==> src/rtl/uart_rx_fifo_if.sv <==
// rtl/uart_rx_fifo_if.sv - consumer-side bus of the UART receive FIFO
//
// Signals:
//   rx_data     8                    head-of-FIFO byte, valid while rx_valid=1
//   rx_valid    1                    FIFO non-empty
//   rx_ready    1                    consumer takes the head byte
//   fifo_count  $clog2(FIFO_DEPTH)+1 entries currently held
//   frame_err   1                    sticky framing/parity error
//   overflow    1                    sticky dropped-byte flag
//   clear_err   1                    one-cycle pulse clearing both flags
// Modports: master = receiver side, slave = consumer side.
interface uart_rx_fifo_if #(
    parameter int FIFO_DEPTH = 4
) ();
    localparam int CW = $clog2(FIFO_DEPTH) + 1;

    logic [7:0]    rx_data;
    logic          rx_valid;
    logic          rx_ready;
    logic [CW-1:0] fifo_count;
    logic          frame_err;
    logic          overflow;
    logic          clear_err;

    modport master (
        output rx_data, rx_valid, fifo_count, frame_err, overflow,
        input  rx_ready, clear_err
    );

    modport slave (
        input  rx_data, rx_valid, fifo_count, frame_err, overflow,
        output rx_ready, clear_err
    );
endinterface

==> src/rtl/uart_rx_fifo.sv <==
// rtl/uart_rx_fifo.sv - 8N1 UART receiver feeding a small byte FIFO
//
// Ports:
//   clk    in   single clock, rising edge
//   rst_n  in   asynchronous active-low reset
//   rx     in   serial input, idle high, LSB first
//   rx_if  master modport of uart_rx_fifo_if (data/valid/ready, count,
//          sticky frame_err/overflow, clear_err)
// Parameters: CLKS_PER_BIT (even, >= 4), FIFO_DEPTH (power of two, >= 2).
// Option: define UART_RX_PARITY_EN to expect an even-parity bit after bit 7.
module uart_rx_fifo #(
    parameter int CLKS_PER_BIT = 8,
    parameter int FIFO_DEPTH   = 4
) (
    input  logic           clk,
    input  logic           rst_n,
    input  logic           rx,
    uart_rx_fifo_if.master rx_if
);
    localparam int CNT_W = $clog2(CLKS_PER_BIT);
    localparam int PTR_W = $clog2(FIFO_DEPTH);
    localparam int CW    = PTR_W + 1;
    localparam int HALF  = CLKS_PER_BIT / 2;

    typedef enum logic [2:0] {
        S_IDLE      = 3'd0,
        S_START     = 3'd1,
        S_DATA      = 3'd2,
        S_STOP      = 3'd3,
        S_WAIT_HIGH = 3'd4
`ifdef UART_RX_PARITY_EN
        , S_PARITY  = 3'd5
`endif
    } state_t;

    logic             r_rx_meta;
    logic             r_rx_s;
    state_t           r_state;
    logic [CNT_W-1:0] r_clk_cnt;
    logic [2:0]       r_bit_idx;
    logic [7:0]       r_shift;

    logic [7:0]       r_mem [FIFO_DEPTH];
    logic [PTR_W-1:0] r_wptr;
    logic [PTR_W-1:0] r_rptr;
    logic [CW-1:0]    r_count;
    logic [7:0]       r_rx_data;
    logic             r_frame_err;
    logic             r_overflow;

    logic             w_tick_half;
    logic             w_tick_bit;
    logic             w_stop_sample;
    logic             w_par_bad;
    logic             w_par_err;
    logic             w_push;
    logic             w_ferr_set;
    logic             w_valid;
    logic             w_pop;
    logic             w_full;
    logic             w_wr;
    logic             w_ovf_set;
    logic [CW-1:0]    w_cnt_after_pop;

    // Both stages reset high so reset never looks like a start bit.
    always_ff @(posedge clk or negedge rst_n) begin
        if (!rst_n) begin
            r_rx_meta <= 1'b1;
            r_rx_s    <= 1'b1;
        end else begin
            r_rx_meta <= rx;
            r_rx_s    <= r_rx_meta;
        end
    end

    assign w_tick_half   = (r_clk_cnt == CNT_W'(HALF - 1));
    assign w_tick_bit    = (r_clk_cnt == CNT_W'(CLKS_PER_BIT - 1));
    assign w_stop_sample = (r_state == S_STOP) && w_tick_bit;

`ifdef UART_RX_PARITY_EN
    logic r_par_bad;
    assign w_par_bad = r_par_bad;
    // Even parity: XOR over data and parity bit must be zero.
    assign w_par_err = (r_state == S_PARITY) && w_tick_bit && (^{r_shift, r_rx_s});
`else
    assign w_par_bad = 1'b0;
    assign w_par_err = 1'b0;
`endif

    assign w_push     = w_stop_sample && r_rx_s && !w_par_bad;
    assign w_ferr_set = (w_stop_sample && !r_rx_s) || w_par_err;

    // The cycle rx_s is first seen low counts as tick 0, so the counter
    // enters START at 1 and the start sample lands on t0+HALF-1.
    always_ff @(posedge clk or negedge rst_n) begin
        if (!rst_n) begin
            r_state   <= S_IDLE;
            r_clk_cnt <= '0;
            r_bit_idx <= '0;
            r_shift   <= '0;
`ifdef UART_RX_PARITY_EN
            r_par_bad <= 1'b0;
`endif
        end else begin
            case (r_state)
                S_IDLE: begin
                    if (!r_rx_s) begin
                        r_state   <= S_START;
                        r_clk_cnt <= CNT_W'(1);
                        r_bit_idx <= '0;
                    end
                end
                S_START: begin
                    if (w_tick_half) begin
                        r_clk_cnt <= '0;
                        r_state   <= r_rx_s ? S_IDLE : S_DATA;
                    end else begin
                        r_clk_cnt <= r_clk_cnt + 1'b1;
                    end
                end
                S_DATA: begin
                    if (w_tick_bit) begin
                        r_clk_cnt <= '0;
                        r_shift   <= {r_rx_s, r_shift[7:1]};
                        r_bit_idx <= r_bit_idx + 1'b1;
                        if (r_bit_idx == 3'd7) begin
`ifdef UART_RX_PARITY_EN
                            r_state <= S_PARITY;
`else
                            r_state <= S_STOP;
`endif
                        end
                    end else begin
                        r_clk_cnt <= r_clk_cnt + 1'b1;
                    end
                end
`ifdef UART_RX_PARITY_EN
                S_PARITY: begin
                    if (w_tick_bit) begin
                        r_clk_cnt <= '0;
                        r_par_bad <= ^{r_shift, r_rx_s};
                        r_state   <= S_STOP;
                    end else begin
                        r_clk_cnt <= r_clk_cnt + 1'b1;
                    end
                end
`endif
                S_STOP: begin
                    if (w_tick_bit) begin
                        r_clk_cnt <= '0;
                        r_state   <= r_rx_s ? S_IDLE : S_WAIT_HIGH;
`ifdef UART_RX_PARITY_EN
                        r_par_bad <= 1'b0;
`endif
                    end else begin
                        r_clk_cnt <= r_clk_cnt + 1'b1;
                    end
                end
                S_WAIT_HIGH: begin
                    // A held-low line (break) must return high before a new start.
                    if (r_rx_s) begin
                        r_state <= S_IDLE;
                    end
                end
                default: r_state <= S_IDLE;
            endcase
        end
    end

    assign w_valid         = (r_count != '0);
    assign w_pop           = w_valid && rx_if.rx_ready;
    assign w_full          = (r_count == CW'(FIFO_DEPTH));
    // A simultaneous pop frees the slot, so a push into a full FIFO still lands.
    assign w_wr            = w_push && (!w_full || w_pop);
    assign w_ovf_set       = w_push && w_full && !w_pop;
    assign w_cnt_after_pop = r_count - CW'(w_pop);

    always_ff @(posedge clk) begin
        if (w_wr) begin
            r_mem[r_wptr] <= r_shift;
        end
    end

    // rx_data is preloaded with the next head so it is valid the cycle
    // rx_valid rises, without a combinational path from rx_ready.
    always_ff @(posedge clk or negedge rst_n) begin
        if (!rst_n) begin
            r_wptr    <= '0;
            r_rptr    <= '0;
            r_count   <= '0;
            r_rx_data <= 8'h00;
        end else begin
            if (w_wr) begin
                r_wptr <= r_wptr + 1'b1;
            end
            if (w_pop) begin
                r_rptr <= r_rptr + 1'b1;
            end
            r_count <= r_count + CW'(w_wr) - CW'(w_pop);
            if (w_cnt_after_pop != '0) begin
                r_rx_data <= r_mem[r_rptr + PTR_W'(w_pop)];
            end else if (w_wr) begin
                r_rx_data <= r_shift;
            end
        end
    end

    // A new error in the clear cycle wins.
    always_ff @(posedge clk or negedge rst_n) begin
        if (!rst_n) begin
            r_frame_err <= 1'b0;
            r_overflow  <= 1'b0;
        end else begin
            if (w_ferr_set) begin
                r_frame_err <= 1'b1;
            end else if (rx_if.clear_err) begin
                r_frame_err <= 1'b0;
            end
            if (w_ovf_set) begin
                r_overflow <= 1'b1;
            end else if (rx_if.clear_err) begin
                r_overflow <= 1'b0;
            end
        end
    end

    assign rx_if.rx_data    = r_rx_data;
    assign rx_if.rx_valid   = w_valid;
    assign rx_if.fifo_count = r_count;
    assign rx_if.frame_err  = r_frame_err;
    assign rx_if.overflow   = r_overflow;
endmodule
==> src/flat_wrapper.sv <==
// flat-port wrapper written by rule: the top's interface ports become plain ports
module uart_rx_fifo_flat 
#(
    parameter int CLKS_PER_BIT = 8,
    parameter int FIFO_DEPTH   = 4
)
  (clk, rst_n, rx, rx_if_rx_data, rx_if_rx_valid, rx_if_fifo_count, rx_if_frame_err, rx_if_overflow, rx_if_rx_ready, rx_if_clear_err);
  uart_rx_fifo_if #(.FIFO_DEPTH(FIFO_DEPTH)) rx_if_i ();
  input  logic clk;
  input  logic rst_n;
  input  logic rx;
  output wire logic [$bits(rx_if_i.rx_data)-1:0] rx_if_rx_data;
  output wire logic [$bits(rx_if_i.rx_valid)-1:0] rx_if_rx_valid;
  output wire logic [$bits(rx_if_i.fifo_count)-1:0] rx_if_fifo_count;
  output wire logic [$bits(rx_if_i.frame_err)-1:0] rx_if_frame_err;
  output wire logic [$bits(rx_if_i.overflow)-1:0] rx_if_overflow;
  input wire logic [$bits(rx_if_i.rx_ready)-1:0] rx_if_rx_ready;
  input wire logic [$bits(rx_if_i.clear_err)-1:0] rx_if_clear_err;
  assign rx_if_rx_data = rx_if_i.rx_data;
  assign rx_if_rx_valid = rx_if_i.rx_valid;
  assign rx_if_fifo_count = rx_if_i.fifo_count;
  assign rx_if_frame_err = rx_if_i.frame_err;
  assign rx_if_overflow = rx_if_i.overflow;
  assign rx_if_i.rx_ready = rx_if_rx_ready;
  assign rx_if_i.clear_err = rx_if_clear_err;
  uart_rx_fifo #(.CLKS_PER_BIT(CLKS_PER_BIT), .FIFO_DEPTH(FIFO_DEPTH)) u_core (.clk(clk), .rst_n(rst_n), .rx(rx), .rx_if(rx_if_i));
endmodule
==> config.mk <==
export PLATFORM = sky130hd
export DESIGN_NAME = uart_rx_fifo_flat
export DESIGN_NICKNAME = d
export VERILOG_FILES = /design/src/rtl/uart_rx_fifo_if.sv /design/src/rtl/uart_rx_fifo.sv /design/src/flat_wrapper.sv
export SDC_FILE = /design/constraint.sdc
export NUM_CORES = 1
export LEC_CHECK = 0
export BUFFER_PORTS_ARGS = -buffer_cell sky130_fd_sc_hd__buf_2
export CAP_MARGIN = 20
export CORE_ASPECT_RATIO = 1.1
export CORE_MARGIN = 10
export CORE_UTILIZATION = 25
export CTS_BUF_LIST = sky130_fd_sc_hd__clkbuf_8
export DETAILED_ROUTE_END_ITERATION = 12
export PLACE_DENSITY = 0.51
export REMOVE_ABC_BUFFERS = 1
export SYNTH_ARGS = -nofsm -noshare
export SYNTH_HDL_FRONTEND = slang
export SYNTH_SLANG_ARGS = --single-unit
export TNS_END_PERCENT = 50
==> constraint.sdc <==
create_clock -name clk -period 3.64 [get_ports clk]
set_clock_uncertainty 0.2 [all_clocks]
set_input_delay 0.546 -clock clk [delete_from_list [all_inputs] [get_ports clk]]
set_output_delay 0.546 -clock clk [all_outputs]
set_load 0.01 [all_outputs]
==> results of run 1 <==
-- cell type report --
cell class | instances | share of cell area [%]
flip-flops and latches | 68 | 54.4
multi-input cells | 110 | 29.0
well taps | 150 | 5.48
clock buffers | 9 | 3.62
repair buffers | 21 | 3.29
clock inverters | 7 | 2.45
inverters | 16 | 1.75
-- final timing paths --
path,end
max,u_core.rx_if.rx_data[5]$_DFFE_PN0P_
min,u_core.r_rx_meta$_DFF_PN1_
max reg2reg,u_core.rx_if.rx_data[5]$_DFFE_PN0P_
min reg2reg,u_core.r_rx_s$_DFF_PN1_
max in group asynchronous,u_core.r_shift[6]$_DFFE_PN0P_
min in group asynchronous,u_core.rx_if.rx_data[3]$_DFFE_PN0P_
-- power breakdown --
group          internal (W)  switching (W)
registers          0.000964       0.000150
logic              0.000431       0.000431
clock network      0.000328       0.000317
total               0.00172       0.000898
-- layout by cell type (no fill, tap or decap), types with 2 or more instances in the layout --
master and instances:
mux4_2 8, mux2_2 9, buf_2 18, and2_1 6, edfxtp_1 32, a22o_1 3
xnor2_1 3, buf_4 3, clkinv_4 2, inv_1 16, inv_6 2, mux2i_1 9
nand3_1 2, nor2_1 11, clkbuf_8 9, nand2_1 4, dfrtp_1 34, xor2_1 4
o21ai_0 8, nand3b_1 2, o32ai_1 2, a21oi_1 12, ha_1 14, dfstp_2 2
-- layer usage --
layer,vias up,part of all wire (%),global-route usage (%)
met3,7,4.6,2.85
met2,23,51,11.7
li1,781,-,-
met4,0,1.4,2.53
met5,-,0,0
met1,822,43,8.10
-- synth_stat cells --
cell type  number
or4b_4          1
buf_1           1
xor2_1          4
o22ai_1         1
buf_2           3
o22a_1          1
edfxtp_1       32
o32ai_1         2
buf_8           1
and2_1          6
nor2_1         11
dfrtp_1        34
and3_1          1
a22o_1          3
a21oi_1        12
a311oi_1        1
nand2_1         4
clkbuf_1        3
nand3_1         2
or3_1           1
buf_6           1
fa_1            1
o21ai_0         8
dfstp_2         2
o21a_1          1
ha_1           14
mux2_2          9
nor3b_1         1
xnor2_1         3
mux4_2          8
inv_1          16
mux2i_1         9
nand4b_1        1
nor3_1          2
nand3b_1        2
a211oi_1        1
-- kinds of logic (layout without fill, tap and decap cells) --
group	count (synthesis)	after routing	share of synthesized area, %
AOI/OAI and AO/OA	30	30	6.17
xor gates and xnor gates	7	7	2.07
adders and majority gates	15	15	6.59
buffers and inverters	25	53	3.93
DFF	68	68	62.9
muxes	26	26	12.5
and+or+nand+nor	32	32	5.79
-- flip-flops by register name, summed over array words and instances (netlist names) --
register                 flops
u_core.r_bit_idx             3
u_core.r_clk_cnt             3
u_core.r_mem                32
u_core.r_rptr                2
u_core.r_rx_meta             1
u_core.r_rx_s                1
u_core.r_shift               8
u_core.r_state               3
u_core.r_wptr                2
u_core.rx_if.fifo_count      3
u_core.rx_if.frame_err       1
u_core.rx_if.overflow        1
u_core.rx_if.rx_data         8
-- metrics by stage --
stage,util [%],worst slack [ns],std cells
6_report,29.7,0.848,381
5_1_grt,29.7,0.614,381
4_1_cts,29.7,0.779,381
3_5_place_dp,27.9,0.786,365
3_3_place_gp,27.9,0.810,365
2_1_floorplan,-,0.171,194
==> run metrics, run 1 <==
Die Area=between 15000 and 20000 sq um; Hold Vio Cnt, Final=0; CP max-delay cell=ha_1; setup TNS=0 ns; Max-slew headroom=between 30 and 40%; IO Port Bufs=18; Post-CTS Setup Bufs=0; cell area after synthesis=a little under 3000 sq um; peak supply drop=286 uV; critical path peak fanout=8; Synth Warn #=0; crit-path cells=or3_1 > and2_1 > ha_1 > mux4_2 > nor2_1 > a21oi_1; initial antenna violation count=0; Area growth syn-to-layout=15.6%; Worst Reg-to-Reg Cells=6; Clock transition at path regs=roughly 0.08 ns; dpl cell area=between 3000 and 4000 sq um; Initial Utilization=around 26%; I/O pin cnt=19; register area=~1900 sq um; worst skew pair latency=about 0.34 ns; final worst path period need=between 2 and 3 ns; post-synth top area share=approximately 32%; GRT overflow=0; synth top area cells=edfxtp_1 (32%), dfrtp_1 (29%), mux4_2 (6.1%); hold path depth=1; fillers=1201; largest net degree at the start of global routing=37; H-tree levels=3; DIE WIDTH=124 microns; Post-DRT Antenna Nets=0; Placer Congestion=0.712; CTS-repair resized insts=0; clock tree from TritonCTS=done; worst min path class=primary input to register; global-route wire length before repair=~9000 microns; CTS Buf Count=9; Worst path depth=6; critical path's largest stage delay=around 0.66 ns; synthesized instance count=just over 200; Synth Register Bits=68; CP Launch Point=u_core.rx_if.fifo_count[1]$_DFF_PN0_; Final Cell Area=~3400 sq um; CTS root buf=clkbuf_8; required time at the worst-slack endpoint=between 3 and 4 ns; wirelength, routed=approximately 5500 microns; Final Max Tran Viols=0; Tcrit/Tclk final=around three quarters; Design Power=~0.0026 W; Power per Cell Area=around 770 nW/um^2; Max-Cap Viols=0; CTS Hold Bufs=0; post-synth top area cell=edfxtp_1; WL per Instance=about 14 microns; # clock sinks=between 60 and 70; Core Box Area=11500 sq um; Top delay family on crit path=simple AND/OR/NAND/NOR gates; worst-margin pin slew=0.919 ns; drt pass-1 iters=4; reg2reg start=u_core.rx_if.fifo_count[1]$_DFF_PN0_; multi-input combinational cell area=slightly below 1000 sq um; Final #Nets=about 250; drt via density=~4.3; Synth cell types=36; status=complete, no violations; DP Wirelength=approximately 3600 microns; Worst Setup End Kind=register; sequential fraction of the synthesis area=between 60% and 70%; clock buffer depth=2; vias=1633; worst path bufs/invs=0; layout cells sized above 1=between 20% and 30%; RSZ-0062 raised after global routing=false; CP Class=register to register; vias in the first global route=~1700; Avg Inst Size Synth=about 15 sq um; Reg2Reg Setup Slack=~0.85 ns; Tot GR Track Use=7.12%; hold slack=around 0.094 ns; Final setup viols=0; # rows=41; die height=~130 microns; number of antenna diodes=0; DRC=0; Leakage Power=roughly 1.4 nW; initial DRC count=80; startpoint types=register; worst hold path startpoint=rx; Fmax=358 MHz; crit path DAT=between 2 and 3 ns
Note: power is estimated with default switching activity, not from simulation.
==> run 2: changes to the inputs <==
- clock period: 3.64 -> 2.7 ns (I/O delays scaled with it)
==> run 2 against run 1 <==
The run now ends with negative hold slack left. Critical path type unchanged. Sequential share of layout area shrank 2.7 points. Worst hold slack lost 0.10 ns. Largest power group unchanged. Critical endpoint is now u_core.rx_if.fifo_count[2]$_DFF_PN0_. Sequential cell count unchanged. Via count grew 2.4%.
==> run metrics, run 2 (same netlist as run 1, synthesis figures left out) <==
status=finished, violations left (was complete, no violations); violated checks=negative hold slack; Placer Congestion=0.687 (was 0.712); DP Worst Slack=0.179 ns (was 0.786 ns); placed cell count=379 (was 365); Final Non-Filler Cells=396 (was 381); setup TNS=0 ns (unchanged); worst-margin pin slew=0.903 ns (was 0.919 ns); Fmax=396 MHz (was 358 MHz); vias in the first global route=1772 (was 1734); CTS Buf Count=9 (unchanged); Top delay family on crit path=adder cells (was simple AND/OR/NAND/NOR gates); drt pass-1 iters=4 (unchanged); most frequent cells in the layout=dfrtp_1 (34), edfxtp_1 (32), buf_2 (18) (unchanged); Post-CTS Setup Bufs=0 (unchanged); wirelength, routed=5590 microns (was 5470 microns); worst min path class=primary input to asynchronous set/reset pin (was primary input to register); CTS root buf=clkbuf_8 (unchanged); final worst path period need=2.52 ns (was 2.79 ns); Max-Cap Viols=0 (unchanged); register with the highest flop count=u_core.r_mem (unchanged); clock buffer depth=2 (unchanged); Initial Utilization=25.7% (unchanged); Leakage Power=1.49 nW (was 1.39 nW); Final setup viols=0 (unchanged); worst skew pair latency=0.34 ns (about the same); DP Wirelength=3650 microns (was 3570 microns); Design Power=0.00380 W (was 0.00262 W); required time at the worst-slack endpoint=2.73 ns (was 3.66 ns); critical path peak fanout=5 (was 8); # rows=41 (unchanged); Final Max Tran Viols=0 (unchanged); GRT overflow=0 (unchanged); CP max-delay cell=dfrtp_1 (was ha_1); hold slack=-0.00599 ns (was 0.0942 ns); clock tree from TritonCTS=done (unchanged); CTS Hold Bufs=1 (was 0); Power per Cell Area=1050 nW/um^2 (was 766 nW/um^2); worst setup margin=0.176 ns (was 0.848 ns); I/O pin cnt=19 (unchanged); Post-DRT Antenna Nets=0 (unchanged); H-tree levels=3 (unchanged); Max-slew headroom=39.8% (was 38.7%); critical path's largest stage delay=0.38 ns (was 0.66 ns); crit path DAT=2.56 ns (was 2.82 ns); CTS-repair resized insts=0 (unchanged); RSZ-0062 raised after global routing=false (unchanged); Worst Setup End Kind=register (unchanged); worst path bufs/invs=1 (was 0); Core Box Area=11500 sq um (unchanged); die height=134 microns (unchanged); global-route wire length before repair=9250 microns (was 9030 microns); largest net degree at the start of global routing=37 (unchanged); startpoint types=register (unchanged); initial antenna violation count=0 (unchanged); Hold Vio Cnt, Final=20 (was 0); Tcrit/Tclk final=93.5% (was 76.7%); number of antenna diodes=0 (unchanged); DRC=0 (unchanged); DIE WIDTH=124 microns (unchanged); # clock sinks=68 (unchanged); Reg2Reg Setup Slack=0.18 ns (was 0.85 ns); Worst path most repeated cell=ha_1; layout cells sized above 1=29.7% (was 25.5%); Clock transition at path regs=0.08 ns (about the same); Tot GR Track Use=7.36% (was 7.12%); fillers=1140 (was 1201); peak supply drop=461 uV (was 286 uV); initial DRC count=36 (was 80); Die Area=16600 sq um (unchanged); crit-path cells=or3_1 > and2_1 > ha_1 > inv_1 > ha_1 > fa_1 > xor2_1 > xnor2_1 (was or3_1 > and2_1 > ha_1 > mux4_2 > nor2_1 > a21oi_1); WL per Instance=14.1 microns (was 14.4 microns); Final #Nets=261 (was 246); drt via density=4.22 (was 4.29); Area growth syn-to-layout=21.6% (was 15.6%); CP Class=register to register (unchanged); max FFs per register=32 (unchanged); vias=1672 (was 1633); commonest non-fill, non-tap cell in the layout=dfrtp_1 (unchanged); IO Port Bufs=18 (unchanged)
-- run 2: cell types whose count changed in the layout (fill, tap and decap cells not counted), sizes merged --
cell,delta
clkinv,-1
bufinv,+2
dlygate4sd3,+1
clkinvlp,+1
buf,+14
inv,-2
-- run 2: stage by stage --
step,util (%),cell area (sq um)
final,31.2,3600
after global routing,31.2,3600
after CTS,31.2,3600
after detailed placement,29.0,3350
after global placement,29.0,3350
after floorplan,-,2910
-- run 2: worst paths after layout --
path	from	to	cells after the start
worst max-delay path	u_core.rx_if.fifo_count[2]$_DFF_PN0_	u_core.rx_if.fifo_count[2]$_DFF_PN0_	8
worst min-delay path	rst_n	u_core.r_clk_cnt[0]$_DFFE_PN0P_	1
worst max register to register	u_core.rx_if.fifo_count[2]$_DFF_PN0_	u_core.rx_if.fifo_count[2]$_DFF_PN0_	8
worst min register to register	u_core.r_rx_meta$_DFF_PN1_	u_core.r_rx_s$_DFF_PN1_	0
max in group asynchronous	rst_n	u_core.r_shift[4]$_DFFE_PN0P_	1
min in group clk	rx_if_clear_err	u_core.rx_if.overflow$_DFFE_PN0P_	2
-- run 2: where the power goes --
part	total [W]	switching (W)	internal [W]	leakage, nW
logic	0.00131	0.000648	0.000662	0.610
registers	0.00146	0.000158	0.00130	0.760
clock network	0.00103	0.000411	0.000618	0.116
-- run 2: routing by layer --
layer	GRT usage (%)	vias to the layer above	share of wire, %
met2	12.5	22	52
met3	3.36	7	4.4
met4	2.53	0	1.4
li1	-	809	-
met5	0	-	0
met1	7.81	834	42
-- run 2: area by class of cell --
| cell class | count | area [sq um] | area share (%) |
|---|---|---|---|
| Clock inverter | 7 | 123 | 3.40 |
| Timing Repair Buffer | 36 | 253 | 7.01 |
| Multi-Input combinational cell | 110 | 992 | 27.5 |
| Tap cell | 150 | 188 | 5.21 |
| Inverter | 16 | 60.1 | 1.67 |
| Clock buffer | 9 | 124 | 3.44 |
| Sequential cell | 68 | 1860 | 51.7 |
==> run 3: changes to the inputs <==
- ABC_AREA: default -> 1
- CORE_MARGIN: 10 -> 1
==> run 3 against run 2 <==
The run now ends clean. Worst setup slack improved by 0.11 ns. Die area is 19% lower. Register-to-register slack improved by 0.11 ns. Combinational power rose by 3%. Fmax up 4.7%. Cell area grew 3.2%. Via count is 34% higher. Clock power fell by 32%. Sequential cell count unchanged. Total power shrank 9.0%. Critical path depth rose by 2. Synthesized cell count grew 63%. Critical path type unchanged. Highest routed layer unchanged.
==> run metrics, run 3 <==
status=complete, no violations (was finished, violations left); clock tree from TritonCTS=done (unchanged); number of antenna diodes=0 (unchanged); Post-DRT Antenna Nets=0 (unchanged); Placer Congestion=0.842 (was 0.687); CP Class=register to register (unchanged); Avg Inst Size Synth=9.80 sq um (was 14.6 sq um); I/O pin cnt=19 (unchanged); # rows=43 (was 41); Die Area=13400 sq um (was 16600 sq um); critical path peak fanout=4 (was 5); final worst path period need=2.41 ns (was 2.52 ns); Reg2Reg Setup Slack=0.29 ns (was 0.18 ns); number of synthesized flops with an enable pin=32 (unchanged); worst skew pair latency=0.35 ns (was 0.34 ns); post-synth top area share=29.6% (was 32.4%); sequential fraction of the synthesis area=57.5% (was 62.9%); CTS Buf Count=9 (unchanged); register with the highest flop count=u_core.r_mem (unchanged); worst min path class=primary input to register (was primary input to asynchronous set/reset pin); Psw=0.00139 W (was 0.00122 W); wirelength, routed=6420 microns (was 5590 microns); Leakage Power=1.65 nW (was 1.49 nW); Tcrit/Tclk final=89.3% (was 93.5%); startpoint types=register (unchanged); DP Wirelength=4450 microns (was 3650 microns); Power per Cell Area=929 nW/um^2 (was 1050 nW/um^2); placed cell count=507 (was 379); DIE WIDTH=111 microns (was 124 microns); Hold Vio Cnt, Final=0 (was 20); GRT overflow=0 (unchanged); Post-CTS Setup Bufs=0 (unchanged); post-synth top area cell=edfxtp_1 (unchanged); WL per Instance=12.2 microns (was 14.1 microns); most frequent cells in the layout=nand2_1 (86), inv_1 (49), dfrtp_1 (34) (was dfrtp_1 (34), edfxtp_1 (32), buf_2 (18)); crit path DAT=2.48 ns (was 2.56 ns); Final setup viols=0 (unchanged); synth top area cells=edfxtp_1 (30%), dfrtp_1 (26%), nand2_1 (10%) (was edfxtp_1 (32%), dfrtp_1 (29%), mux4_2 (6.1%)); setup TNS=0 ns (unchanged); clock buffer depth=2 (unchanged); # clock sinks=68 (unchanged); cell area after synthesis=3240 sq um (was 2960 sq um); largest net degree at the start of global routing=37 (unchanged); die height=121 microns (was 134 microns); FFs w/ async S/R, synth=52.9% (unchanged); synthesized instance count=331 (was 203); Synth cell types=34 (was 36); Max-slew headroom=44.5% (was 39.8%); CTS root buf=clkbuf_8 (unchanged); Synth Register Bits=68 (unchanged); Final #Nets=383 (was 261); vias in the first global route=2166 (was 1772); Fmax=415 MHz (was 396 MHz); Internal=0.00206 W (was 0.00258 W); Synth Warn #=0 (unchanged); commonest non-fill, non-tap cell in the layout=nand2_1 (was dfrtp_1); initial DRC count=106 (was 36); Synth Flop Type=dfrtp_1 (unchanged); most frequent cells after synthesis=nand2_1 (86), inv_1 (47), dfrtp_1 (34) (was dfrtp_1 (34), edfxtp_1 (32), inv_1 (16)); drt pass-1 iters=4 (unchanged); required time at the worst-slack endpoint=2.77 ns (was 2.73 ns); peak supply drop=553 uV (was 461 uV); DRC=0 (unchanged); clock network power share=20.2% (was 27.1%); Max-Cap Viols=0 (unchanged); vias=2243 (was 1672); H-tree levels=3 (unchanged); IO Port Bufs=18 (unchanged); Core Box Area=12600 sq um (was 11500 sq um); Gate power share=39.1% (was 34.5%); Area growth syn-to-layout=14.7% (was 21.6%); RSZ-0062 raised after global routing=false (unchanged); drt via density=4.27 (was 4.22); Final Non-Filler Cells=525 (was 396); worst-margin pin slew=0.832 ns (was 0.903 ns); most common cell in the netlist=nand2_1 (was dfrtp_1); Initial Utilization=25.7% (about the same); Final Max Tran Viols=0 (unchanged); initial antenna violation count=0 (unchanged); Clock transition at path regs=0.07 ns (was 0.08 ns); Sequential Power Share=40.7% (was 38.4%); CTS-repair resized insts=0 (unchanged); Worst Setup End Kind=register (unchanged); Sw Ratio=40.3% (was 32.0%); layout cells sized above 1=17.4% (was 29.7%); Tot GR Track Use=10.2% (was 7.36%); global-route wire length before repair=10400 microns (was 9250 microns); max FFs per register=32 (unchanged)
run 3: per-layer routing:
layer	track usage [%]	part of all wire, %	wire [microns]
met5	0	0	0
met4	6.08	1.6	102
met3	2.45	4.2	269
met2	17.7	50	3180
met1	11.5	45	2860
run 3: final cells by class:
cell class              count  area (sq um)
well taps                 157           196
flip-flops and latches     68          1860
multi-input cells         206          1140
inverters                  49           185
fillers                  1257          8920
clock buffers               9           124
clock inverters             7          36.3
repair buffers             29           178
run 3: path summary, 6_finish.rpt:
check | from | to | cells past startpoint
min in group asynchronous | rst_n | u_core.r_bit_idx[0]$_DFFE_PN0P_ | 2
max in group asynchronous | rst_n | u_core.rx_if.fifo_count[1]$_DFF_PN0_ | 2
hold / removal | rx_if_clear_err | u_core.rx_if.overflow$_DFFE_PN0P_ | 2
setup / recovery | u_core.r_clk_cnt[0]$_DFFE_PN0P_ | u_core.rx_if.fifo_count[2]$_DFF_PN0_ | 10
hold reg to reg | u_core.r_rx_meta$_DFF_PN1_ | u_core.r_rx_s$_DFF_PN1_ | 0
setup reg to reg | u_core.r_clk_cnt[0]$_DFFE_PN0P_ | u_core.rx_if.fifo_count[2]$_DFF_PN0_ | 10
run 3: timing repair:
action                                  in CTS  in global routing
hold endpoints to repair                    35                  0
endpoints found under the setup margin       0                  0
hold buffers                                 2                  0
run 3: cells by family after synthesis:
| group | Yosys count | synth area share, % |
|---|---|---|
| buffers and inverters | 57 | 7.48 |
| adder cells (fa/ha/maj) | 15 | 6.02 |
| flip-flops | 68 | 57.5 |
| AND/OR/NAND/NOR | 163 | 23.8 |
| AO/OA/AOI/OAI | 23 | 3.90 |
| XOR/XNOR | 5 | 1.35 |
run 3: stage by stage:
stage | hold slack, ns | utilization [%] | instance area, sq um | worst slack [ns] | power, W
after floorplan | -0.0906 | - | 3190 | 0.177 | 0.00230
after global placement | 0.149 | 28.0 | 3540 | 0.339 | 0.00277
after global routing | 0.0667 | 29.4 | 3720 | 0.142 | 0.00373
after CTS | 0.0525 | 29.4 | 3720 | 0.272 | 0.00350
after detailed placement | 0.149 | 28.0 | 3540 | 0.279 | 0.00279
final | 0.0690 | 29.4 | 3720 | 0.290 | 0.00346
run 3: power by group through the flow:
stage	Sequential, W	Clock, W	Combinational (W)
2_1_floorplan	0.00143	0	0.000867
3_3_place_gp	0.00142	0	0.00135
3_5_place_dp	0.00143	0	0.00136
4_1_cts	0.00141	0.000719	0.00137
5_1_grt	0.00143	0.000761	0.00154
6_report	0.00141	0.000698	0.00135
run 3: critical path, stage by stage, from the launching register on:
cell      delay (ns)
dfrtp_1         0.39
ha_1            0.24
ha_1            0.23
inv_1           0.16
nor3_4          0.08
nand3_4         0.08
clkinv_2        0.06
ha_1            0.19
fa_1            0.38
xnor2_1         0.18
xor2_1          0.15
